**src/rtl/timer_pkg.sv**
```systemverilog
// rtl/timer_pkg.sv - shared state encoding and blink-mask field positions for the time-set controller
package timer_pkg;

    typedef enum logic [1:0] {
        RUN      = 2'd0,
        SET_HOUR = 2'd1,
        SET_MIN  = 2'd2,
        SET_SEC  = 2'd3
    } state_t;

    localparam int SEC_LSB  = 0;
    localparam int MIN_LSB  = 2;
    localparam int HOUR_LSB = 4;

    function automatic state_t next_mode(input state_t s);
        case (s)
            RUN:      return SET_HOUR;
            SET_HOUR: return SET_MIN;
            SET_MIN:  return SET_SEC;
            default:  return RUN;
        endcase
    endfunction

endpackage

```
**src/rtl/btn_debounce.sv**
```systemverilog
// rtl/btn_debounce.sv - two-flop synchronizer, stability counter and rising-edge press pulse
module btn_debounce #(
    parameter int DEBOUNCE_CYCLES = 1_000_000
) (
    input  logic clk,
    input  logic rst_n,
    input  logic btn,
    output logic level,
    output logic press
);

    localparam int CW = (DEBOUNCE_CYCLES > 1) ? $clog2(DEBOUNCE_CYCLES) : 1;
    localparam logic [CW-1:0] CNT_LAST = CW'(DEBOUNCE_CYCLES - 1);

    logic          sync_q1;
    logic          sync_q2;
    logic          armed;
    logic [CW-1:0] cnt;

    // Synchronizer resets to 1 so a button held through reset is never taken as
    // a press; the debouncer only arms once it has seen the button released.
    always_ff @(posedge clk) begin
        if (!rst_n) begin
            sync_q1 <= 1'b1;
            sync_q2 <= 1'b1;
            armed   <= 1'b0;
            cnt     <= '0;
            level   <= 1'b0;
            press   <= 1'b0;
        end else begin
            sync_q1 <= btn;
            sync_q2 <= sync_q1;
            press   <= 1'b0;
            if (!sync_q2)
                armed <= 1'b1;
            if (!armed || (sync_q2 == level)) begin
                cnt <= '0;
            end else if (cnt == CNT_LAST) begin
                cnt   <= '0;
                level <= sync_q2;
                press <= sync_q2;
            end else begin
                cnt <= cnt + 1'b1;
            end
        end
    end

endmodule

```
**src/rtl/time_set_ctrl.sv**
```systemverilog
// rtl/time_set_ctrl.sv - set-mode FSM with auto-repeat, inactivity timeout and digit blink for the HH:MM:SS timer
module time_set_ctrl
    import timer_pkg::*;
#(
    parameter int DEBOUNCE_CYCLES = 1_000_000,
    parameter int REPEAT_DELAY    = 4,
    parameter int TIMEOUT_S       = 30
) (
    input  logic       clk,
    input  logic       rst_n,
    input  logic       tick_1hz,
    input  logic       tick_4hz,
    input  logic       btn_mode,
    input  logic       btn_inc,
    output logic       run_en,
    output logic       inc_sec,
    output logic       inc_min,
    output logic       inc_hour,
    output logic       clr_sec,
    output logic [5:0] blink_mask,
    output logic [1:0] mode
);

    localparam int RW = $clog2(REPEAT_DELAY + 1);
    localparam int TW = $clog2(TIMEOUT_S + 1);
    localparam logic [RW-1:0] REP_FULL = RW'(REPEAT_DELAY);
    localparam logic [TW-1:0] TMO_LAST = TW'(TIMEOUT_S - 1);

    logic mode_level, mode_press;
    logic inc_level, inc_press;

    btn_debounce #(.DEBOUNCE_CYCLES(DEBOUNCE_CYCLES)) u_db_mode (
        .clk(clk), .rst_n(rst_n), .btn(btn_mode), .level(mode_level), .press(mode_press)
    );

    btn_debounce #(.DEBOUNCE_CYCLES(DEBOUNCE_CYCLES)) u_db_inc (
        .clk(clk), .rst_n(rst_n), .btn(btn_inc), .level(inc_level), .press(inc_press)
    );

    state_t        state;
    state_t        state_n;
    logic [RW-1:0] rep_cnt;
    logic          rep_arm;
    logic [TW-1:0] tmo_cnt;
    logic          blink_phase;
    logic          phase_n;
    logic          timeout_hit;
    logic          inc_ok;
    logic          rep_fire;
    logic [5:0]    mask_n;

    always_comb begin
        timeout_hit = (state != RUN) && tick_1hz && (tmo_cnt == TMO_LAST);
        state_n     = state;
        if (mode_press)
            state_n = next_mode(state);
        else if (timeout_hit)
            state_n = RUN;
        inc_ok   = inc_press && !mode_press;
        rep_fire = rep_arm && inc_level && tick_4hz && (rep_cnt == REP_FULL) && !mode_press;
        phase_n  = blink_phase ^ tick_4hz;
        // The field being edited stays lit while the increment button is held.
        mask_n = '0;
        if (!inc_level) begin
            case (state_n)
                SET_HOUR: mask_n[HOUR_LSB +: 2] = {2{phase_n}};
                SET_MIN:  mask_n[MIN_LSB +: 2]  = {2{phase_n}};
                SET_SEC:  mask_n[SEC_LSB +: 2]  = {2{phase_n}};
                default:  mask_n = '0;
            endcase
        end
    end

    always_ff @(posedge clk) begin
        if (!rst_n) begin
            state       <= RUN;
            mode        <= 2'd0;
            run_en      <= 1'b1;
            inc_sec     <= 1'b0;
            inc_min     <= 1'b0;
            inc_hour    <= 1'b0;
            clr_sec     <= 1'b0;
            blink_mask  <= '0;
            blink_phase <= 1'b0;
            rep_cnt     <= '0;
            rep_arm     <= 1'b0;
            tmo_cnt     <= '0;
        end else begin
            state       <= state_n;
            mode        <= state_n;
            run_en      <= (state_n == RUN);
            blink_phase <= phase_n;
            blink_mask  <= mask_n;
            inc_hour    <= (state == SET_HOUR) && (inc_ok || rep_fire);
            inc_min     <= (state == SET_MIN) && (inc_ok || rep_fire);
            inc_sec     <= 1'b0;
            clr_sec     <= (state == SET_SEC) && inc_ok;

            // Repeat only follows a press made in the current state.
            if (!inc_level || (state_n != state)) begin
                rep_cnt <= '0;
                rep_arm <= 1'b0;
            end else if (inc_ok && ((state == SET_HOUR) || (state == SET_MIN))) begin
                rep_cnt <= '0;
                rep_arm <= 1'b1;
            end else if (rep_arm && tick_4hz && (rep_cnt != REP_FULL)) begin
                rep_cnt <= rep_cnt + 1'b1;
            end

            if ((state == RUN) || (state_n != state) || inc_press)
                tmo_cnt <= '0;
            else if (tick_1hz)
                tmo_cnt <= tmo_cnt + 1'b1;
        end
    end

endmodule

```
**config.mk**
```make
export PLATFORM = sky130hd
export DESIGN_NAME = time_set_ctrl
export DESIGN_NICKNAME = d
export VERILOG_FILES = /design/src/rtl/timer_pkg.sv /design/src/rtl/btn_debounce.sv /design/src/rtl/time_set_ctrl.sv
export SDC_FILE = /design/constraint.sdc
export NUM_CORES = 1
export LEC_CHECK = 0
export BUFFER_PORTS_ARGS = -buffer_cell sky130_fd_sc_hd__buf_4
export CAP_MARGIN = 30
export CORE_AREA = 2 2 77 98
export CTS_CLUSTER_DIAMETER = 60
export CTS_CLUSTER_SIZE = 30
export DETAILED_ROUTE_END_ITERATION = 8
export DIE_AREA = 0 0 79 100
export GPL_TIMING_DRIVEN = 0
export SLEW_MARGIN = 20
export SYNTH_ARGS = -nofsm -noshare
export SYNTH_HDL_FRONTEND = slang
export SYNTH_SLANG_ARGS = --single-unit
```
**constraint.sdc**
```tcl
create_clock -name clk -period 5.1 [get_ports clk]
set_input_delay 0.765 -clock clk [delete_from_list [all_inputs] [get_ports clk]]
set_output_delay 0.765 -clock clk [all_outputs]
set_load 0.02 [all_outputs]
```
==> results of run 1 <==
-- layer usage --
| metal | wire length (um) | up-vias | global-route usage [%] |
|---|---|---|---|
| li1 | - | 1263 | - |
| met1 | 2560 | 1081 | 17.6 |
| met2 | 2650 | 28 | 25.5 |
| met3 | 197 | 8 | 5.58 |
| met4 | 92 | 0 | 5.97 |
| met5 | 0 | - | 0 |
-- worst max-delay path, delay by kind of cell, from the launching register on --
kind	cells	cell delay, ns
AO/OA/AOI/OAI	2	0.74
adder cells (fa/ha/maj)	1	0.20
buffers and inverters	2	0.31
flip-flops	1	0.45
AND/OR/NAND/NOR	2	0.40
-- power breakdown --
| part | internal [mW] | total [mW] | leakage, nW | switching [mW] |
|---|---|---|---|---|
| sequential | 0.542 | 0.545 | 0.557 | 0.00238 |
| combinational | 0.00862 | 0.0207 | 0.506 | 0.0120 |
| clock | 0.285 | 0.479 | 0.105 | 0.194 |
-- flip-flops by register name, indices dropped and copies added, names as in the netlist --
name / count
u_db_inc.cnt: 20
u_db_mode.cnt: 20
tmo_cnt: 5
blink_mask: 3
rep_cnt: 3
state: 2
blink_phase: 1
clr_sec: 1
inc_hour: 1
inc_min: 1
rep_arm: 1
run_en: 1
u_db_inc.armed: 1
u_db_inc.level: 1
u_db_inc.press: 1
u_db_inc.sync_q1: 1
u_db_inc.sync_q2: 1
u_db_mode.armed: 1
u_db_mode.level: 1
u_db_mode.press: 1
u_db_mode.sync_q1: 1
u_db_mode.sync_q2: 1
-- layout by cell type, fill, tap and decap left out, drive strengths merged, types with 6 or more instances in the layout --
| cell type | instances |
|---|---|
| nand3 | 19 |
| or4 | 7 |
| dfxtp | 69 |
| o21ai | 15 |
| nor3 | 11 |
| or3 | 13 |
| nand4 | 7 |
| xnor2 | 20 |
| a21oi | 17 |
| and3 | 6 |
| and2 | 7 |
| clkbuf | 17 |
| o31ai | 6 |
| buf | 26 |
| nor2 | 30 |
| xor2 | 11 |
| inv | 17 |
| nor4 | 10 |
| nand2 | 25 |
| ha | 10 |
-- worst max-delay path by stage --
stage,from,end,slack [ns]
floorplan,state[0]$_SDFF_PN0_,tmo_cnt[0]$_SDFFE_PP0P_,3.07
global placement,state[0]$_SDFF_PN0_,tmo_cnt[1]$_SDFFE_PP0P_,2.86
detailed placement,state[0]$_SDFF_PN0_,tmo_cnt[0]$_SDFFE_PP0P_,2.87
CTS,state[0]$_SDFF_PN0_,tmo_cnt[3]$_SDFFE_PP0P_,2.84
global route,state[0]$_SDFF_PN0_,tmo_cnt[4]$_SDFFE_PP0P_,2.64
finish,state[0]$_SDFF_PN0_,rep_cnt[2]$_SDFFE_PP0P_,2.84
-- final cells by class --
class | instances | area, um^2 | area share, %
buffer | 15 | 82.6 | 2.34
clock buffer | 11 | 141 | 4.00
clock inverter | 4 | 72.6 | 2.05
inverter | 17 | 63.8 | 1.81
multi-input combinational | 245 | 1550 | 43.8
sequential | 69 | 1380 | 39.1
tap | 92 | 115 | 3.26
timing repair buffer | 17 | 128 | 3.61
-- through the flow --
step,hold WS [ns],power (mW),setup slack [ns]
2_1_floorplan,0.386,0.570,3.07
3_3_place_gp,0.388,0.578,2.86
3_5_place_dp,0.392,0.578,2.87
4_1_cts,0.408,1.06,2.84
5_1_grt,0.425,1.09,2.64
6_report,0.407,1.04,2.84
-- cell families after synthesis --
kind of cell	Yosys count	synth area share, %
and+or+nand+nor	157	28.3
DFF	69	44.9
AOI/OAI and AO/OA	44	8.34
buffers and inverters	32	4.76
xor gates and xnor gates	31	8.83
adders and majority gates	10	4.07
muxes	2	0.651
other	1	0.122
==> impl_results.md, run 1 <==
- Total CTS buffers: 9
- Max Fanout on Critical Path: 9
- CTS Buffer Depth: 2
- Residual DRC: 0
- Endpoints failing hold: 0
- CP max-delay cell: o2111ai_1
- Die area: 7900 um^2
- Synth top area share: 44.9%
- Number of global-route vias before repair: about 2200
- Num rows: 35
- CTS tree: built
- Dpl cell area: 3320 um^2
- Largest net degree at the start of global routing: 12
- Vias per cell: 5.06
- Synth top cells by count: dfxtp_1 (69), nor2_1 (30), nand2_1 (25)
- WP data required: between 5 and 6 ns
- H-tree Lvls: 3
- Post-route insts no fill: 470
- Cell Count Post-Placement: 455
- Syn avg cell area: 8.89 um^2
- CTS sink cnt: between 60 and 70
- Peak VDD IR: around 170 uV
- Via count: 2380
- Fmax: 442 MHz
- Hold endpoint: u_db_inc.sync_q2$_SDFF_PN1_
- Slew Limit Fails: 0
- WP data arrival: ~2.5 ns
- Post-synth EDFFs: 0
- Setup TNS: 0 ns
- Gr usage total: 15.2%
- Cells after Synth: between 300 and 400
- Area growth, synth to finish: 14.8%
- Flop2flop setup slack: around 2.8 ns
- Final critical-path required period: approximately 2.3 ns
- RD Place Congestion: 0.753
- Pre-Repair DR Iteration Count: 4
- Dpl hpwl: 3850 um
- Root Driver: clkbuf_8
- R2R Path End: rep_cnt[2]$_SDFFE_PP0P_
- Wirelength per Cell: roughly 12 um
- Status: finished, final reports clean
- PostCTS Resize Cnt: 0
- Net total in the final layout: 390
- CTS clk-pin slew, worst paths: about 0.070 ns
- FF-to-FF Start: state[0]$_SDFF_PN0_
- Ys async rst share: 0%
- # Post-CTS Setup Buffers: 0
- Clock Skew: about 0.011 ns
- Pwr/cell area: 296 nW/um^2
- Chip height: ~100 um
- Initial antenna violation count: 0
- Cell depth of the worst min-delay path: 1
- Synth Cell Area: 3080 um^2
- Worst-case reg-to-reg path depth: 7
- Detail Route Antenna Nets: 0
- Crit-path cells: inv_1 > ha_1 > clkbuf_1 > and3b_1 > a31oi_1 > o2111ai_1 > nor3_1
- Syn. warnings: 0
- Fin util: about half
- FILL cells: a little under 700
- Unrepaired setup endpoints after global routing: no
- Hold Startpoint: u_db_inc.sync_q1$_SDFF_PN1_
- Hold Path Class: reg2reg
- Die width: 79 um
- Most common flop cell mapped by yosys: dfxtp_1
- CP endpoint kind: register
- Most frequent cell after synthesis: dfxtp_1
- Critical Path Max Stage Delay: approximately 0.64 ns
- Seq/Total Area, Yosys: 44.9%
- First-pass GRT wire length: 9590 um
- # setup viols final: 0
- Final non-filler cell area: 3530 um^2
- Number of diodes: 0
- Max_cap viols: 0
- Period Utilization, post-route: 44.3%
- Syn_nets: 362
- Initial DRC count: 78
- Critical setup path kind: reg2reg
- Top-Level Pins: 19
- Static leakage: 1.17 nW
- Post-Route WL: 5500 um
- Slew HR: 48.3%
- Worst skew pair latency: 0.34 ns
- CP Launch Type: register
- Share of layout cells above drive strength 1: 12.7%
- Most area-consuming cells after synthesis: dfxtp_1 (45%), xnor2_1 (5.7%), ha_1 (4.1%), nor2_1 (3.7%), xor2_1 (3.1%)
- Worst-Margin Slew: 0.775 ns
- Seq cells post-synth: 69
- Remaining global-route overflow: 0
- Core area: 7090 um^2
- Netlist cell types: 42
- Yosys top cell by area: dfxtp_1
- Port Buf Inserts: 17
- Hold buffers post-CTS: 0
- Initial core utilization: 43.4%
No activity file was read; power rests on OpenSTA's default activity.
==> run 2: changes to the inputs <==
==> constraint.sdc (replaced) <==
create_clock -name clk -period 2.1 [get_ports clk]
set_input_delay 0.315 -clock clk [delete_from_list [all_inputs] [get_ports clk]]
set_output_delay 0.315 -clock clk [all_outputs]
set_load 0.02 [all_outputs]
==> impl_results.md, run 2 (synthesized netlist as in run 1, its figures left out) <==
- WP data required: 2.32 ns (was 5.29 ns)
- Number of global-route vias before repair: 2226 (was 2222)
- Die area: 7900 um^2 (unchanged)
- Net total in the final layout: 388 (was 390)
- Share of layout cells above drive strength 1: 15.7% (was 12.7%)
- Initial core utilization: 43.4% (unchanged)
- Via count: 2378 (was 2380)
- Cell depth of the worst min-delay path: 2 (was 1)
- CP max-delay cell: or4b_2 (was o2111ai_1)
- CTS sink cnt: 69 (unchanged)
- Post-Route WL: 5540 um (was 5500 um)
- Residual DRC: 0 (unchanged)
- Pre-Repair DR Iteration Count: 4 (unchanged)
- Num rows: 35 (unchanged)
- # setup viols final: 0 (unchanged)
- CTS clk-pin slew, worst paths: 0.07 ns (about the same)
- Final non-filler cell area: 3580 um^2 (was 3530 um^2)
- Port Buf Inserts: 17 (unchanged)
- Gr usage total: 15.3% (was 15.2%)
- Status: finished, final reports clean (unchanged)
- Max_cap viols: 0 (unchanged)
- Pwr Total: 2.54 mW (was 1.04 mW)
- GR Util met3: 5.58% (unchanged)
- Fmax: 497 MHz (was 442 MHz)
- Hold endpoint: u_db_inc.sync_q1$_SDFF_PN1_ (was u_db_inc.sync_q2$_SDFF_PN1_)
- Met2 usage: 25.7% (was 25.5%)
- Remaining global-route overflow: 0 (unchanged)
- GR peak layer: met2 (unchanged)
- # Post-CTS Setup Buffers: 0 (unchanged)
- Slew Limit Fails: 0 (unchanged)
- Vias per cell: 5.08 (was 5.06)
- Pwr/cell area: 709 nW/um^2 (was 296 nW/um^2)
- Largest net degree at the start of global routing: 12 (unchanged)
- Detail Route Antenna Nets: 0 (unchanged)
- Chip height: 100 um (unchanged)
- Die width: 79 um (unchanged)
- Hold Path Class: in2reg (was reg2reg)
- Biggest regs: u_db_inc.cnt x20, u_db_mode.cnt x20, tmo_cnt x5 (unchanged)
- Number of diodes: 0 (unchanged)
- RD Place Congestion: 0.753 (unchanged)
- CP Launch Type: register (unchanged)
- Flop2flop setup slack: 0.09 ns (was 2.84 ns)
- Hold Startpoint: btn_inc (was u_db_inc.sync_q1$_SDFF_PN1_)
- Initial DRC count: 68 (was 78)
- Critical Path Max Stage Delay: 0.71 ns (was 0.64 ns)
- CTS tree: built (unchanged)
- WP buf/inv: 0 (was 2)
- Hold buffers post-CTS: 0 (unchanged)
- CTS Buffer Depth: 2 (unchanged)
- Peak VDD IR: 414 uV (was 167 uV)
- Clock Skew: 0.0109 ns (about the same)
- Critical setup path kind: reg2reg (unchanged)
- Commonest non-fill, non-tap cell in the layout: dfxtp_1 (unchanged)
- Max Fanout on Critical Path: 6 (was 9)
- Area growth, synth to finish: 16.6% (was 14.8%)
- Period Utilization, post-route: 95.9% (was 44.3%)
- Total CTS buffers: 9 (unchanged)
- WP data arrival: 2.24 ns (was 2.45 ns)
- Top-Level Pins: 19 (unchanged)
- Commonest cells after routing, fill and taps aside: dfxtp_1 (67), nor2_1 (30), nand2_1 (25) (was dfxtp_1 (69), nor2_1 (30), nand2_1 (25))
- FF-to-FF Start: u_db_inc.cnt[13]$_SDFF_PP0_ (was state[0]$_SDFF_PN0_)
- Delay-heaviest family, CP: simple AND/OR/NAND/NOR gates (was compound AO/OA/AOI/OAI gates)
- Core area: 7090 um^2 (unchanged)
- Worst skew pair latency: 0.34 ns (about the same)
- GRT met1 Usage: 17.7% (was 17.6%)
- H-tree Lvls: 3 (unchanged)
- Final critical-path required period: 2.01 ns (was 2.26 ns)
- Wirelength per Cell: 11.8 um (was 11.7 um)
- CP endpoint kind: register (unchanged)
- Stages on worst setup path: 4 (was 7)
- Unrepaired setup endpoints after global routing: yes (was no)
- Dpl hpwl: 3850 um (unchanged)
- Initial antenna violation count: 0 (unchanged)
- First-pass GRT wire length: 9630 um (was 9590 um)
- R2R Path End: u_db_inc.level$_SDFFE_PN0P_ (was rep_cnt[2]$_SDFFE_PP0P_)
- Crit-path cells: or4b_2 > or4_2 > o21ai_0 > a21oi_1 (was inv_1 > ha_1 > clkbuf_1 > and3b_1 > a31oi_1 > o2111ai_1 > nor3_1)
- Endpoints failing hold: 0 (unchanged)
- Dpl cell area: 3320 um^2 (unchanged)
- FILL cells: 680 (was 687)
- Root Driver: clkbuf_8 (unchanged)
- Worst-case reg-to-reg path depth: 4 (was 7)
- Static leakage: 1.19 nW (was 1.17 nW)
run 2: worst max path at each step:
| stage | slack, ns | endpoint | start |
|---|---|---|---|
| finish | 0.09 | u_db_inc.level$_SDFFE_PN0P_ | u_db_inc.cnt[13]$_SDFF_PP0_ |
| global route | -0.008 | u_db_inc.level$_SDFFE_PN0P_ | u_db_inc.cnt[13]$_SDFF_PP0_ |
| CTS | 0.005 | u_db_inc.cnt[18]$_SDFF_PP0_ | u_db_inc.cnt[0]$_SDFF_PP0_ |
| detailed placement | -0.13 | tmo_cnt[0]$_SDFFE_PP0P_ | state[0]$_SDFF_PN0_ |
| global placement | -0.14 | tmo_cnt[1]$_SDFFE_PP0P_ | state[0]$_SDFF_PN0_ |
| floorplan | 0.07 | tmo_cnt[0]$_SDFFE_PP0P_ | state[0]$_SDFF_PN0_ |
run 2: final cells by class:
type                            count  area [um^2]  share of cell area, %
Clock inverter                      4         72.6                   2.02
Sequential cell                    69         1380                   38.6
Timing Repair Buffer               17          128                   3.56
Inverter                           17         63.8                   1.78
Clock buffer                       11          141                   3.94
Tap cell                           92          115                   3.21
Buffer                             13         75.1                   2.09
Multi-Input combinational cell    245         1610                   44.8
run 2: stage by stage:
stage          util, %  std cells  TNS [ns]  hold slack [ns]  setup slack (ns)
3_3_place_gp      46.8        455     -1.09            0.388            -0.139
4_1_cts           50.1        469         0            0.145           0.00498
5_1_grt           50.5        468  -0.00764            0.139          -0.00764
2_1_floorplan        -        346         0            0.386            0.0701
6_report          50.5        468         0            0.156            0.0862
3_5_place_dp      46.8        455     -1.10            0.392            -0.134
run 2: repair_timing:
action	4_1_cts	5_1_grt
gates resized for setup	4	9
endpoints found under the setup margin	13	39
pin swaps	0	0
run 2: where the power goes:
part | switching [mW] | internal (mW) | leakage [nW]
sequential | 0.00576 | 1.32 | 0.558
combinational | 0.0298 | 0.0219 | 0.528
clock | 0.475 | 0.693 | 0.105
run 2: metal layers:
layer  wire, um  up-vias
met4         78        0
met2       2680       18
met3        163        7
li1           -     1259
met1       2620     1094
met5          0        -
==> run 3: changes to the inputs <==
--- a/config.mk
+++ b/config.mk
@@ -8,6 +8,7 @@
 export BUFFER_PORTS_ARGS = -buffer_cell sky130_fd_sc_hd__buf_4
 export CAP_MARGIN = 30
 export CORE_AREA = 2 2 77 98
+export CTS_BUF_LIST = sky130_fd_sc_hd__clkbuf_4 sky130_fd_sc_hd__clkbuf_8
 export CTS_CLUSTER_DIAMETER = 60
 export CTS_CLUSTER_SIZE = 30
 export DETAILED_ROUTE_END_ITERATION = 8
==> impl_results.md, run 3 (synthesized netlist as in run 1, its figures left out) <==
- Commonest non-fill, non-tap cell in the layout: dfxtp_1 (unchanged)
- Remaining global-route overflow: 0 (unchanged)
- Final critical-path required period: 2.01 ns (about the same)
- Clock Skew: 0.0104 ns (was 0.0109 ns)
- Slew Limit Fails: 0 (unchanged)
- Pwr Total: 2.55 mW (was 2.54 mW)
- Core area: 7090 um^2 (unchanged)
- First-pass GRT wire length: 9650 um (was 9630 um)
- CP Launch Type: register (unchanged)
- CTS Buffer Depth: 2 (unchanged)
- Number of diodes: 0 (unchanged)
- Port Buf Inserts: 17 (unchanged)
- CTS clk-pin slew, worst paths: 0.07 ns (about the same)
- Unrepaired setup endpoints after global routing: yes (unchanged)
- Status: finished, final reports clean (unchanged)
- Fmax: 496 MHz (was 497 MHz)
- Crit-path cells: or4b_2 > nor4_1 > a2111o_1 > buf_2 > nor2_1 (was or4b_2 > or4_2 > o21ai_0 > a21oi_1)
- Critical Path Max Stage Delay: 0.70 ns (was 0.71 ns)
- Largest net degree at the start of global routing: 12 (unchanged)
- Endpoints failing hold: 0 (unchanged)
- Chip height: 100 um (unchanged)
- Period Utilization, post-route: 95.9% (about the same)
- Top-Level Pins: 19 (unchanged)
- CTS tree: built (unchanged)
- Pre-CTS setup slack: -0.134 ns (unchanged)
- Via count: 2383 (was 2378)
- RD Place Congestion: 0.753 (unchanged)
- Share of layout cells above drive strength 1: 15.7% (unchanged)
- Num rows: 35 (unchanged)
- Critical setup path kind: reg2reg (unchanged)
- Initial antenna violation count: 0 (unchanged)
- CTS sink cnt: 69 (unchanged)
- Detail Route Antenna Nets: 0 (unchanged)
- # setup viols final: 0 (unchanged)
- Dpl hpwl: 3850 um (unchanged)
- Wirelength per Cell: 11.8 um (about the same)
- Hold buffers post-CTS: 0 (unchanged)
- Die width: 79 um (unchanged)
- Max Fanout on Critical Path: 10 (was 6)
- Total CTS buffers: 9 (unchanged)
- CP endpoint kind: register (unchanged)
- Area growth, synth to finish: 16.5% (was 16.6%)
- WP data required: 2.32 ns (about the same)
- Net total in the final layout: 388 (unchanged)
- Number of global-route vias before repair: 2235 (was 2226)
- Static leakage: 1.19 nW (about the same)
- Hold Path Class: in2reg (unchanged)
- WP data arrival: 2.23 ns (was 2.24 ns)
- Residual DRC: 0 (unchanged)
- Root Driver: clkbuf_8 (unchanged)
- Max_cap viols: 0 (unchanged)
- Commonest cells after routing, fill and taps aside: dfxtp_1 (67), nor2_1 (30), nand2_1 (25) (unchanged)
- Vias per cell: 5.09 (was 5.08)
- Pwr/cell area: 713 nW/um^2 (was 709 nW/um^2)
- Delay-heaviest family, CP: simple AND/OR/NAND/NOR gates (unchanged)
- Gr usage total: 15.3% (about the same)
- Fin util: 50.5% (about the same)
- Initial core utilization: 43.4% (unchanged)
- Die area: 7900 um^2 (unchanged)
- Slack of the critical path: 0.0854 ns (was 0.0862 ns)
- Setup TNS: 0 ns (unchanged)
- Pre-Repair DR Iteration Count: 4 (unchanged)
- CP max-delay cell: or4b_2 (unchanged)
- # Post-CTS Setup Buffers: 0 (unchanged)
- Worst hold-check slack: 0.156 ns (about the same)
- Worst skew pair latency: 0.34 ns (about the same)
- Biggest regs: u_db_inc.cnt x20, u_db_mode.cnt x20, tmo_cnt x5 (unchanged)
- Peak VDD IR: 414 uV (about the same)
- H-tree Lvls: 3 (unchanged)
- WP buf/inv: 1 (was 0)
- Initial DRC count: 74 (was 68)
- Post-Route WL: 5540 um (about the same)
run 3: power by group:
group | total (mW) | internal (mW) | leakage, nW | switching, mW
logic | 0.0517 | 0.0219 | 0.528 | 0.0298
registers | 1.32 | 1.32 | 0.558 | 0.00580
clock network | 1.18 | 0.706 | 0.109 | 0.473
total | 2.55 | 2.04 | 1.19 | 0.508
run 3: stage by stage:
step                      instances  cell area [um^2]
after global placement          455              3320
after detailed placement        455              3320
final                           468              3580
after global routing            468              3580
after floorplan                 346              3080
after CTS                       469              3560
run 3: worst reg2reg max path, stage by stage (launching register included):
cell      delay (ns)
dfxtp_1         0.36
or4b_2          0.70
nor4_1          0.32
a2111o_1        0.22
buf_2           0.23
nor2_1          0.08
run 3: path summary, 6_finish.rpt:
check	cells past startpoint	from	slack (ns)	endpoint
hold reg to reg	1	u_db_inc.sync_q1$_SDFF_PN1_	0.41	u_db_inc.sync_q2$_SDFF_PN1_
setup / recovery	5	u_db_inc.cnt[13]$_SDFF_PP0_	0.09	u_db_inc.cnt[2]$_SDFF_PP0_
setup reg to reg	5	u_db_inc.cnt[13]$_SDFF_PP0_	0.09	u_db_inc.cnt[2]$_SDFF_PP0_
hold / removal	2	btn_inc	0.16	u_db_inc.sync_q1$_SDFF_PN1_
run 3: repair_timing:
| item | CTS | global route |
|---|---|---|
| cloned | 0 | 0 |
| endpoints found under the setup margin | 13 | 37 |
| resized for setup | 4 | 8 |
run 3: layer usage:
layer	global-route usage (%)	up-vias	share of wire, %
li1	-	1260	-
met1	17.6	1098	47
met2	25.9	18	49
met3	5.58	7	2.9
met4	5.97	0	1.4
met5	0	-	0
run 3: final cells by class:
| cell class | instances | area [um^2] |
|---|---|---|
| clock inverter | 4 | 72.6 |
| buffer | 13 | 75.1 |
| fill | 683 | 3510 |
| timing repair buffer | 17 | 128 |
| multi-input combinational | 245 | 1600 |
| inverter | 17 | 63.8 |
| tap | 92 | 115 |
| sequential | 69 | 1380 |
| clock buffer | 11 | 145 |
